===== src/rtl/adex_param_streamer_if.sv =====
// rtl/adex_param_streamer_if.sv - host/loader signal bundle for the AdEx parameter streamer
//
// master: host/config side (drives start, abort, parameter bytes; observes status and loader pins)
// slave : streamer side (samples request and bytes; drives loader pins, busy, done)
//   start, abort          request / cancel
//   p_delta_t .. p_ibias  seven parameter bytes
//   load_mode             loader ui_in[4]
//   load_enable           loader ui_in[3]
//   nibble[3:0]           loader uio_in[3:0]
//   busy, done            stream status

interface adex_param_streamer_if;
    logic       start;
    logic       abort;
    logic [7:0] p_delta_t;
    logic [7:0] p_tau_w;
    logic [7:0] p_a;
    logic [7:0] p_b;
    logic [7:0] p_vreset;
    logic [7:0] p_vt;
    logic [7:0] p_ibias;
    logic       load_mode;
    logic       load_enable;
    logic [3:0] nibble;
    logic       busy;
    logic       done;

    modport master (
        output start, abort,
        output p_delta_t, p_tau_w, p_a, p_b, p_vreset, p_vt, p_ibias,
        input  load_mode, load_enable, nibble, busy, done
    );

    modport slave (
        input  start, abort,
        input  p_delta_t, p_tau_w, p_a, p_b, p_vreset, p_vt, p_ibias,
        output load_mode, load_enable, nibble, busy, done
    );
endinterface


===== src/rtl/adex_param_streamer.sv =====
// rtl/adex_param_streamer.sv - drives the AdEx nibble loader with a 16-item parameter stream
//
// Ports:
//   clk    clock
//   reset  synchronous, active-high reset
//   bus    adex_param_streamer_if.slave
//            in : start, abort, p_delta_t, p_tau_w, p_a, p_b, p_vreset, p_vt, p_ibias
//            out: load_mode, load_enable, nibble[3:0], busy, done (all registered)
//
// Parameters (cycle counts, 1..255; LOW_CYC must be at least 2 so no edge lands
// in the loader's byte-latch cycle): SETUP_CYC, HIGH_CYC, LOW_CYC, RELEASE_CYC.

module adex_param_streamer #(
    parameter int SETUP_CYC   = 2,
    parameter int HIGH_CYC    = 2,
    parameter int LOW_CYC     = 2,
    parameter int RELEASE_CYC = 2
) (
    input  logic                  clk,
    input  logic                  reset,
    adex_param_streamer_if.slave  bus
);

    typedef enum logic [2:0] {
        IDLE,
        SETUP,
        PULSE_H,
        PULSE_L,
        RELEASE,
        DONE
    } state_t;

    // Phase counter reload values: the counter runs N-1 .. 0 so a phase lasts N cycles.
    localparam logic [7:0] SETUP_RL   = 8'(SETUP_CYC - 1);
    localparam logic [7:0] HIGH_RL    = 8'(HIGH_CYC - 1);
    localparam logic [7:0] LOW_RL     = 8'(LOW_CYC - 1);
    localparam logic [7:0] RELEASE_RL = 8'(RELEASE_CYC - 1);

    state_t      state;
    logic [7:0]  phase_cnt;
    logic [3:0]  item;
    logic [55:0] shadow;   // {DeltaT, TauW, a, b, Vreset, VT, Ibias}, DeltaT in the top byte

    // Item 0 is the start edge, 1..14 walk the shadow register from the top
    // nibble down, 15 is the footer.
    function automatic logic [3:0] item_nibble(input logic [3:0] idx, input logic [55:0] sh);
        logic [5:0]  sh_amt;
        logic [55:0] shifted;
        sh_amt  = {4'd14 - idx, 2'b00};
        shifted = sh >> sh_amt;
        if (idx == 4'd0)
            item_nibble = 4'h0;
        else if (idx == 4'd15)
            item_nibble = 4'hF;
        else
            item_nibble = shifted[3:0];
    endfunction

    always_ff @(posedge clk) begin
        if (reset) begin
            state           <= IDLE;
            phase_cnt       <= 8'd0;
            item            <= 4'd0;
            shadow          <= 56'd0;
            bus.load_mode   <= 1'b0;
            bus.load_enable <= 1'b0;
            bus.nibble      <= 4'h0;
            bus.busy        <= 1'b0;
            bus.done        <= 1'b0;
        end else if (bus.abort) begin
            // Dropping load_mode returns the loader to idle without a commit.
            // In IDLE this also swallows a simultaneous start.
            state           <= IDLE;
            phase_cnt       <= 8'd0;
            item            <= 4'd0;
            bus.load_mode   <= 1'b0;
            bus.load_enable <= 1'b0;
            bus.nibble      <= 4'h0;
            bus.busy        <= 1'b0;
            bus.done        <= 1'b0;
        end else begin
            case (state)
                IDLE: begin
                    if (bus.start) begin
                        shadow        <= {bus.p_delta_t, bus.p_tau_w, bus.p_a, bus.p_b,
                                          bus.p_vreset, bus.p_vt, bus.p_ibias};
                        state         <= SETUP;
                        phase_cnt     <= SETUP_RL;
                        bus.load_mode <= 1'b1;
                        bus.busy      <= 1'b1;
                    end
                end

                SETUP: begin
                    if (phase_cnt == 8'd0) begin
                        state           <= PULSE_H;
                        item            <= 4'd0;
                        phase_cnt       <= HIGH_RL;
                        bus.load_enable <= 1'b1;
                        bus.nibble      <= item_nibble(4'd0, shadow);
                    end else begin
                        phase_cnt <= phase_cnt - 8'd1;
                    end
                end

                PULSE_H: begin
                    if (phase_cnt == 8'd0) begin
                        state           <= PULSE_L;
                        phase_cnt       <= LOW_RL;
                        bus.load_enable <= 1'b0;
                    end else begin
                        phase_cnt <= phase_cnt - 8'd1;
                    end
                end

                PULSE_L: begin
                    if (phase_cnt == 8'd0) begin
                        if (item != 4'd15) begin
                            // nibble moves only together with the rising load_enable
                            item            <= item + 4'd1;
                            state           <= PULSE_H;
                            phase_cnt       <= HIGH_RL;
                            bus.load_enable <= 1'b1;
                            bus.nibble      <= item_nibble(item + 4'd1, shadow);
                        end else begin
                            state     <= RELEASE;
                            phase_cnt <= RELEASE_RL;
                        end
                    end else begin
                        phase_cnt <= phase_cnt - 8'd1;
                    end
                end

                RELEASE: begin
                    // load_mode held high here so the loader can present params_ready
                    if (phase_cnt == 8'd0) begin
                        state         <= DONE;
                        phase_cnt     <= 8'd0;
                        bus.load_mode <= 1'b0;
                        bus.nibble    <= 4'h0;
                        bus.busy      <= 1'b0;
                        bus.done      <= 1'b1;
                    end else begin
                        phase_cnt <= phase_cnt - 8'd1;
                    end
                end

                DONE: begin
                    state    <= IDLE;
                    bus.done <= 1'b0;
                end

                default: begin
                    state           <= IDLE;
                    bus.load_mode   <= 1'b0;
                    bus.load_enable <= 1'b0;
                    bus.nibble      <= 4'h0;
                    bus.busy        <= 1'b0;
                    bus.done        <= 1'b0;
                end
            endcase
        end
    end

endmodule


===== src/flat_wrapper.sv =====
// flat-port wrapper written by rule: the top's interface ports become plain ports
module adex_param_streamer_flat 
#(
    parameter int SETUP_CYC   = 2,
    parameter int HIGH_CYC    = 2,
    parameter int LOW_CYC     = 2,
    parameter int RELEASE_CYC = 2
)
  (clk, reset, bus_start, bus_abort, bus_p_delta_t, bus_p_tau_w, bus_p_a, bus_p_b, bus_p_vreset, bus_p_vt, bus_p_ibias, bus_load_mode, bus_load_enable, bus_nibble, bus_busy, bus_done);
  adex_param_streamer_if bus_i ();
  input  logic clk;
  input  logic reset;
  input wire logic [$bits(bus_i.start)-1:0] bus_start;
  input wire logic [$bits(bus_i.abort)-1:0] bus_abort;
  input wire logic [$bits(bus_i.p_delta_t)-1:0] bus_p_delta_t;
  input wire logic [$bits(bus_i.p_tau_w)-1:0] bus_p_tau_w;
  input wire logic [$bits(bus_i.p_a)-1:0] bus_p_a;
  input wire logic [$bits(bus_i.p_b)-1:0] bus_p_b;
  input wire logic [$bits(bus_i.p_vreset)-1:0] bus_p_vreset;
  input wire logic [$bits(bus_i.p_vt)-1:0] bus_p_vt;
  input wire logic [$bits(bus_i.p_ibias)-1:0] bus_p_ibias;
  output wire logic [$bits(bus_i.load_mode)-1:0] bus_load_mode;
  output wire logic [$bits(bus_i.load_enable)-1:0] bus_load_enable;
  output wire logic [$bits(bus_i.nibble)-1:0] bus_nibble;
  output wire logic [$bits(bus_i.busy)-1:0] bus_busy;
  output wire logic [$bits(bus_i.done)-1:0] bus_done;
  assign bus_i.start = bus_start;
  assign bus_i.abort = bus_abort;
  assign bus_i.p_delta_t = bus_p_delta_t;
  assign bus_i.p_tau_w = bus_p_tau_w;
  assign bus_i.p_a = bus_p_a;
  assign bus_i.p_b = bus_p_b;
  assign bus_i.p_vreset = bus_p_vreset;
  assign bus_i.p_vt = bus_p_vt;
  assign bus_i.p_ibias = bus_p_ibias;
  assign bus_load_mode = bus_i.load_mode;
  assign bus_load_enable = bus_i.load_enable;
  assign bus_nibble = bus_i.nibble;
  assign bus_busy = bus_i.busy;
  assign bus_done = bus_i.done;
  adex_param_streamer #(.SETUP_CYC(SETUP_CYC), .HIGH_CYC(HIGH_CYC), .LOW_CYC(LOW_CYC), .RELEASE_CYC(RELEASE_CYC)) u_core (.clk(clk), .reset(reset), .bus(bus_i));
endmodule

===== config.mk =====
export PLATFORM = sky130hd
export DESIGN_NAME = adex_param_streamer_flat
export DESIGN_NICKNAME = d
export VERILOG_FILES = /design/src/rtl/adex_param_streamer_if.sv /design/src/rtl/adex_param_streamer.sv /design/src/flat_wrapper.sv
export SDC_FILE = /design/constraint.sdc
export NUM_CORES = 1
export LEC_CHECK = 0
export ABC_AREA = 0
export BUFFER_PORTS_ARGS = -buffer_cell sky130_fd_sc_hd__clkbuf_2
export CORE_UTILIZATION = 50
export DETAILED_ROUTE_END_ITERATION = 10
export PLACE_DENSITY = 0.79
export RECOVER_POWER = 100
export SLEW_MARGIN = 20
export SYNTH_ARGS = -nofsm -noshare
export SYNTH_HDL_FRONTEND = slang
export SYNTH_SLANG_ARGS = --single-unit

===== constraint.sdc =====
create_clock -name clk -period 3.1 [get_ports clk]
set_input_delay 0.465 -clock clk [delete_from_list [all_inputs] [get_ports clk]]
set_output_delay 0.465 -clock clk [all_outputs]
set_load 0.01 [all_outputs]

======== After elaboration in Yosys (flattened, before gate mapping) ========
Index checks and enable logic that the tools add are counted.
storage, ports and cells
  register bits after elaboration ......... 78
  bits in latches ......................... 0
  bits in writable memories ............... 0
  memory bits (read-only) ................. 0
  output and inout port bits .............. 8
  memories kept ........................... 0
cells by class
  add/sub/neg operators ................... 3
  multiply operators ...................... 0
  div/mod/pow operators ................... 0
  magnitude comparators ................... 0
  equality and inequality tests ........... 14
  shift-type cells ........................ 1
  mux-type cells .......................... 28
  bitwise operators ....................... 5
  reductions and logical operators ........ 20
operators by type and width
  kind                   number
  $shr A56 B6 Y4         1
  $mux W4                7
  $mux W8                3
  $pmux W8 S3            1
  $mux W3                6
  $pmux W3 S5            1
  $ne A2 B1 Y1 const B   6
  $pmux W4 S3            1
  $reduce_and A5 Y1      2
  $reduce_or A3 Y1       3
  $logic_not A8 Y1       1
  $pmux W4 S2            1
  $reduce_and A4 Y1      2
  $reduce_or A4 Y1       2
  $sub A8 B1 Y8 const B  1
  $eq A3 B2 Y1 const B   2
  $eq A3 B3 Y1 const B   2
  $reduce_and A3 Y1      2
  $mux W1                5
  $not A1 Y1             5
  $add A4 B1 Y4 const B  1
  $eq A4 B4 Y1 const B   1
  $logic_not A4 Y1       1
  $ne A4 B4 Y1 const B   1
  11 further kinds       13

======== Logic depth before layout (Yosys ltp) ========
Gate-level depths: netlist of the first run.
  word-level depth ........................ 8
  mapped depth ............................ 10
  gate-level depth less buffers ........... 7

======== Worst setup path before layout of the first run ========
Ideal clock, no wire load.
  path type ............................... reg2reg
  start ................................... reg u_core.item[0]
  end ..................................... reg u_core.bus.nibble[3]
  library setup time ...................... 0.130 ns
  arrival ................................. 2.005 ns
  data required time ...................... 2.970 ns
  path slack .............................. 0.964 ns
  stages on the path, launching flop included .. 10
  path buffers ............................ 2
  clock period less this slack ............ 2.136 ns
  path through ............................ dfxtp_1 > buf_4 > inv_2 > ha_1 > or2_1 > buf_2 > mux4_2 > and2_1 > a2111oi_0 > o31ai_1
between the ends
  word-level cells in the longest chain between the ends .. 8
ends and longest elaborated chain
  item                    RTL line                      RTL
  from (decl)             adex_param_streamer.sv:41     logic [3:0] item;
  from (signal assigned)  adex_param_streamer.sv:120    item <= item + 4'd1;
  $add A4 B1 Y4           adex_param_streamer.sv:124    bus.nibble <= item_nibble(item + 4'd1, shadow);
  $sub A4 B4 Y4           adex_param_streamer.sv:49     sh_amt = {4'd14 - idx, 2'b00};
  $shr A56 B6 Y4          adex_param_streamer.sv:50     shifted = sh >> sh_amt;
  $mux W4                 adex_param_streamer.sv:53     else if (idx == 4'd15)
  $mux W4                 adex_param_streamer.sv:51     if (idx == 4'd0)
  $mux W4                 adex_param_streamer.sv:118    if (item != 4'd15) begin
  $mux W4                 adex_param_streamer.sv:117    if (phase_cnt == 8'd0) begin
  $pmux W4 S3             adex_param_streamer.sv:82     case (state)
  to (signal assigned)    adex_param_streamer.sv:100    bus.nibble <= item_nibble(4'd0, shadow);
  to (signal assigned)    adex_param_streamer.sv:124
  to (decl)               adex_param_streamer_if.sv:37  output load_mode, load_enable, nibble, busy, done
Several ways; a longest one is shown, not always the timed one. The select of a mux whose other input is x is not followed.
A chain may end at the register's enable or synchronous reset.

======== Worst setup path after layout of the first run ========
Same ends and word-level chain as after synthesis.

==> results of run 1 <==
cell usage after synthesis (2+ instances only):
master / n
a22oi_1: 6
inv_2: 2
ha_1: 5
a211oi_1: 2
nor2b_1: 4
nor4_1: 2
or3_1: 3
nand2b_1: 3
clkbuf_1: 11
a21oi_1: 70
nor2_1: 22
nand4_1: 4
o31ai_1: 5
o21ai_1: 3
inv_1: 5
nor3b_1: 4
dfxtp_1: 78
a2bb2oi_1: 2
and2_1: 4
a2111oi_0: 5
buf_2: 6
o21ai_0: 4
or2_2: 2
buf_6: 7
o211ai_1: 3
mux2i_1: 25
xor2_1: 4
nand2_1: 128
nand3_1: 11
and3_1: 2
o21a_1: 2
a31oi_1: 3
buf_4: 8
nor3_1: 9
mux4_2: 5
xnor2_1: 4
critical path: stages (launching register included):
cell       delay (ns)
dfxtp_1          0.39
inv_1            0.35
ha_1             0.28
or2_0            0.43
mux4_2           0.37
and2_1           0.16
a2111oi_0        0.51
o31ai_1          0.10
sequential cells by signal, summed over array words and instances (netlist names):
signal	count
u_core.bus.done	1
u_core.bus.nibble	4
u_core.phase_cnt	8
u_core.item	4
u_core.bus.load_mode	1
u_core.shadow	56
u_core.bus.load_enable	1
u_core.state	3
power by group through the flow:
stage	logic [mW]	clock network [mW]	registers (mW)
CTS	0.238	0.693	1.08
global route	0.269	0.736	1.08
global placement	0.228	0	1.10
finish	0.236	0.686	1.08
floorplan	0.179	0	1.09
detailed placement	0.236	0	1.10
metrics by stage:
step                total power [mW]  setup slack [ns]  hold WS, ns  instance area, sq um
floorplan                       1.27             0.964        0.433                  3940
global placement                1.33             0.693        0.443                  4230
detailed placement              1.34             0.591        0.452                  4230
CTS                             2.01             0.570        0.315                  4410
global route                    2.09             0.195        0.319                  4390
finish                          2.00             0.379        0.323                  4390
area by class of cell:
| type | instances | area [sq um] | area share (%) |
|---|---|---|---|
| Clock inverter | 6 | 45.0 | 1.03 |
| Tap cell | 102 | 128 | 2.91 |
| Clock buffer | 10 | 128 | 2.91 |
| Multi-Input combinational cell | 361 | 2120 | 48.4 |
| Timing Repair Buffer | 74 | 375 | 8.55 |
| Sequential cell | 78 | 1560 | 35.6 |
| Inverter | 7 | 26.3 | 0.599 |
cells by family after synthesis:
family,Yosys count
DFF,78
xor gates and xnor gates,9
buffers and inverters,40
AOI/OAI and AO/OA,113
adders and majority gates,5
and+or+nand+nor,204
muxes,30
path summary, 6_finish.rpt:
kind                          start                    to  slack (ns)  depth (start not counted)
hold reg to reg   u_core.shadow[46]     u_core.shadow[46]        0.47                          2
hold / removal       bus_p_ibias[1]      u_core.shadow[1]        0.32                          3
setup / recovery     u_core.item[0]  u_core.bus.nibble[3]        0.38                          7
setup reg to reg     u_core.item[0]  u_core.bus.nibble[3]        0.38                          7
metal layers:
layer	track usage [%]	vias up	part of all wire (%)
met1	29.9	1637	45
li1	-	1768	-
met4	11.6	0	2.4
met2	38.3	92	48
met5	0	-	0
met3	3.37	19	5.0
==> results by group, run 1 <==
Status
  • Status: complete, no violations

Timing
  • Setup Skew: 0.00847 ns
  • Endpoints failing setup: 0
  • Clock period minus worst slack: 2.72 ns
  • Rel. slew slack: 31.5%
  • RSZ-0062 raised after global routing: false
  • Hold Vio Cnt, Final: 0
  • Slew Viols, Final: 0
  • Worst-Margin Slew: 1.03 ns
  • Final setup TNS: 0 ns
  • Peak Freq: 367 MHz
  • Fin crit share: 87.8%

Floorplan
  • Die Wd: 90.8 microns
  • Core area: 7690 sq um
  • I/O pin total: 68
  • Die area: 8240 sq um
  • Die Ht: 90.8 microns
  • Initial Utilization: 51.3%
  • Row count: 32

Logic synthesis
  • Largest cells by area after synthesis: dfxtp_1 (40%), nand2_1 (12%), a21oi_1 (8.9%)
  • Post-synthesis compound-gate area fraction: 17.8%
  • Simple-gate share of the synthesized area: 22.9%
  • Synthesis Warnings: 0
  • Avg Inst Size Synth: 8.23 sq um
  • Register area share after synthesis: 39.6%
  • #FFs+latches synth: 78
  • Yosys top cell area share: 39.6%
  • Top_reg_cell synth: dfxtp_1
  • Largest family of logic cells by synthesized area: simple AND/OR/NAND/NOR gates
  • Cell Area, Synth: 3940 sq um
  • Post-synthesis net count: 544
  • Post-synthesis mux area share: 9.20%
  • Post-synthesis xor/xnor area fraction: 2.35%
  • Syn Inst Count: 479
  • Netlist cell types: 52
  • Number of synthesized flops with an enable pin: 0
  • Area leader, netlist: dfxtp_1
  • Fraction of registers with async set/reset: 0%
  • Fraction of the mapped netlist area in adder cells: 1.59%

Job
  • Number of max-cap violations: 0

Pwr
  • Maximum VDD drop: 0.290 mV
  • Int Pwr: 1.44 mW
  • Psw: 560 uW
  • Power share of the sequential group: 53.9%
  • Pleak: 1.70 nW
  • Power Dens Cells: 456 nW/um^2
  • Sw frac: 28.0%
  • Combinational group share of total power: 11.8%
  • Clk pwr share: 34.3%

Global route
  • Largest net degree at the start of global routing: 58
  • Initial antenna violation count: 0
  • First-pass GRT wire length: 15500 microns
  • GRT Util Overall: 23.3%
  • Global route overflow: 0
  • Vias in the first global route: 3445

Finish
  • Layout filler cell count: 730
  • Final Net Count: 596
  • Post-layout util: 57.1%
  • Finished Layout Cells: 638
  • Most frequent cells in the layout: nand2_1 (128), dfxtp_1 (78), a21oi_1 (70), clkbuf_2 (60), mux2i_1 (25)
  • Layout cells sized above 1: 17.7%
  • ANT cells: 0
  • Most common cell after layout, fill and taps aside: nand2_1
  • Layout area overhead: 11.3%

Placed design
  • DP HPWL: 6570 microns
  • Routability cong.: 0.879
  • IO Port Bufs: 67
  • Placed Cells: 622

Clock network
  • Clock slew at reported path FFs: 0.09 ns
  • Clock Path Buffers: 2
  • Post-CTS sizing: 0
  • CTS Buf Count: 9
  • Clock root buffer: clkbuf_8
  • Clk sink count: 78
  • Post-CTS Hold Buffers: 0
  • Setup bufs post-CTS: 0
  • H-tree Lvls: 3
  • TritonCTS clock tree: done
  • Worst-Skew Late Latency: 0.35 ns

Setup path
  • Arrival @ worst endpoint: 2.95 ns
  • CP Capture Type: flop
  • Kind of start point of the critical path: flop
  • Data required time of the worst path: 3.33 ns
  • Critical path class: reg -> reg
  • CP max FO: 10

Detailed routing
  • Drt wl/cell: 14.1 microns
  • Remaining antenna violation count after routing: 0
  • Initial DRC count: 143
  • Routed WL: 9000 microns
  • Drt pass-1 iters: 4
  • Via count: 3516
  • Via density: 5.51
  • DRC viols: 0

Worst hold path
  • Min-delay worst type: in -> reg
(Power assumes the default switching activity.)
==> run 2: changes to the inputs <==
- SETUP_SLACK_MARGIN: default -> 0.5
- SLEW_MARGIN: 20 -> default
==> results by group, run 2 (synthesis results as in run 1) <==
Setup path
  • R2R cell count: 7
  • Max stage delay cell, worst path: dfxtp_1
  • Worst-path cell chain: inv_2 > ha_1 > nor2b_1 > mux4_2 > a2111oi_0 > o31ai_1 > o211ai_1
  • Kind of start point of the critical path: flop
  • Reg2Reg Setup Slack: 0.54 ns
  • CP max FO: 11
  • Reg2reg end: u_core.bus.nibble[0]
  • CP Capture Type: flop
  • CP bufs+invs: 1
  • CP delay by family, top: compound AO/OA/AOI/OAI gates
  • Data required time of the worst path: 3.38 ns
  • CP peak stage delay: 0.50 ns
  • Critical path startpoint: u_core.item[0]
  • CP endpoint: u_core.bus.nibble[0]
  • Cell depth of the worst setup path: 7
  • Critical path class: reg -> reg
  • Worst r2r src: u_core.item[0]
  • Arrival @ worst endpoint: 2.83 ns

Floorplan
  • I/O pin total: 68
  • Die area: 8240 sq um
  • Die Ht: 90.8 microns
  • Initial Utilization: 51.3%
  • Die Wd: 90.8 microns
  • Row count: 32
  • Core area: 7690 sq um

Clock network
  • Clock slew at reported path FFs: 0.09 ns
  • CTS Buf Count: 9
  • H-tree Lvls: 3
  • Setup bufs post-CTS: 0
  • TritonCTS clock tree: done
  • Worst-Skew Late Latency: 0.35 ns
  • Clk sink count: 78
  • Clock root buffer: clkbuf_8
  • Clock Path Buffers: 2

Detailed routing
  • Remaining antenna violation count after routing: 0
  • DRC viols: 0
  • Drt pass-1 iters: 4
  • Via count: 3508
  • Initial DRC count: 155
  • Routed WL: 9010 microns
  • Via density: 5.50
  • Drt wl/cell: 14.1 microns

Finish
  • ANT cells: 0
  • Most frequent cells in the layout: nand2_1 (128), dfxtp_1 (78), a21oi_1 (70), clkbuf_2 (60), mux2i_1 (25)
  • Most common cell after layout, fill and taps aside: nand2_1
  • Final Net Count: 596
  • Max reg flops: 56
  • Post-layout instance area: 4400 sq um
  • Post-layout util: 57.2%
  • Layout area overhead: 11.6%
  • Largest regs: u_core.shadow: 56 flops, u_core.phase_cnt: 8 flops
  • Biggest register: u_core.shadow
  • Layout cells sized above 1: 18.3%

Global route
  • GR peak layer: met2
  • Global route overflow: 0
  • GRT Util Overall: 23.3%
  • Met3 Use GR: 3.37%
  • First-pass GRT wire length: 15500 microns
  • Met1 Use GR: 29.9%
  • Vias in the first global route: 3445
  • GRT met2 Usage: 38.3%
  • Initial antenna violation count: 0
  • Largest net degree at the start of global routing: 58

Timing
  • Rel. slew slack: 31.7%
  • Slew Viols, Final: 0
  • Peak Freq: 391 MHz
  • RSZ-0062 raised after global routing: false
  • Setup Skew: 0.00858 ns
  • Hold Vio Cnt, Final: 0
  • Fin crit share: 82.6%
  • Worst-Margin Slew: 1.03 ns
  • Final setup TNS: 0 ns
  • Clock period minus worst slack: 2.56 ns
  • Endpoints failing setup: 0

Pwr
  • Pleak: 1.71 nW
  • Power Dens Cells: 454 nW/um^2
  • Maximum VDD drop: 0.290 mV

Status
  • Status: complete, no violations

Placed design
  • Routability cong.: 0.879
  • Placed cell areas: 4230 sq um
  • DP HPWL: 6570 microns
  • IO Port Bufs: 67

Job
  • Number of max-cap violations: 0

Worst hold path
  • Min-delay worst type: in -> reg
[run 2: per-layer routing]
layer	vias up	part of all wire, %
met5	-	0
met4	0	2.7
met3	21	4.1
met2	87	47
met1	1630	46
li1	1770	-
[run 2: metrics by stage]
step           hold WS [ns]  power (mW)  setup WS, ns  cells
6_report              0.323        2.00         0.541    638
4_1_cts               0.315        2.01         0.570    638
3_3_place_gp          0.443        1.33         0.693    622
3_5_place_dp          0.452        1.34         0.591    622
2_1_floorplan         0.433        1.27         0.964    479
5_1_grt               0.319        2.09         0.344    638
[run 2: final cells by class]
cell class,instances,area (sq um)
flip-flops and latches,78,1560
fillers,730,3290
well taps,102,128
clock inverters,6,45.0
clock buffers,10,128
repair buffers,74,375
multi-input cells,361,2130
inverters,7,26.3
[run 2: how the worst min path moves through the flow]
| stage | endpoint | slack [ns] | depth (start not counted) | from |
|---|---|---|---|---|
| floorplan | u_core.shadow[11] | 0.43 | 2 | u_core.shadow[11] |
| CTS | u_core.shadow[1] | 0.31 | 3 | bus_p_ibias[1] |
| finish | u_core.shadow[1] | 0.32 | 3 | bus_p_ibias[1] |
| global route | u_core.shadow[46] | 0.32 | 3 | bus_p_tau_w[6] |
| detailed placement | u_core.shadow[26] | 0.45 | 2 | u_core.shadow[26] |
| global placement | u_core.shadow[42] | 0.44 | 2 | u_core.shadow[42] |
[run 2: what timing repair did]
action | 4_1_cts | 5_1_grt
hold buffers | 0 | 0
setup endpoints to repair | 0 | 4
endpoints found under the hold margin | 0 | 0
gates resized for setup | 0 | 5
[run 2: power breakdown]
group	internal, mW	leakage (nW)	switching (mW)
clock	0.295	0.0793	0.391
sequential	1.04	0.635	0.0338
combinational	0.101	0.991	0.135
total	1.44	1.71	0.560
[run 2: worst reg2reg max path, cell delays in order, from the launching register on]
cell	delay (ns)
dfxtp_1	0.50
inv_2	0.18
ha_1	0.41
nor2b_1	0.21
mux4_2	0.47
a2111oi_0	0.47
o31ai_1	0.13
o211ai_1	0.10
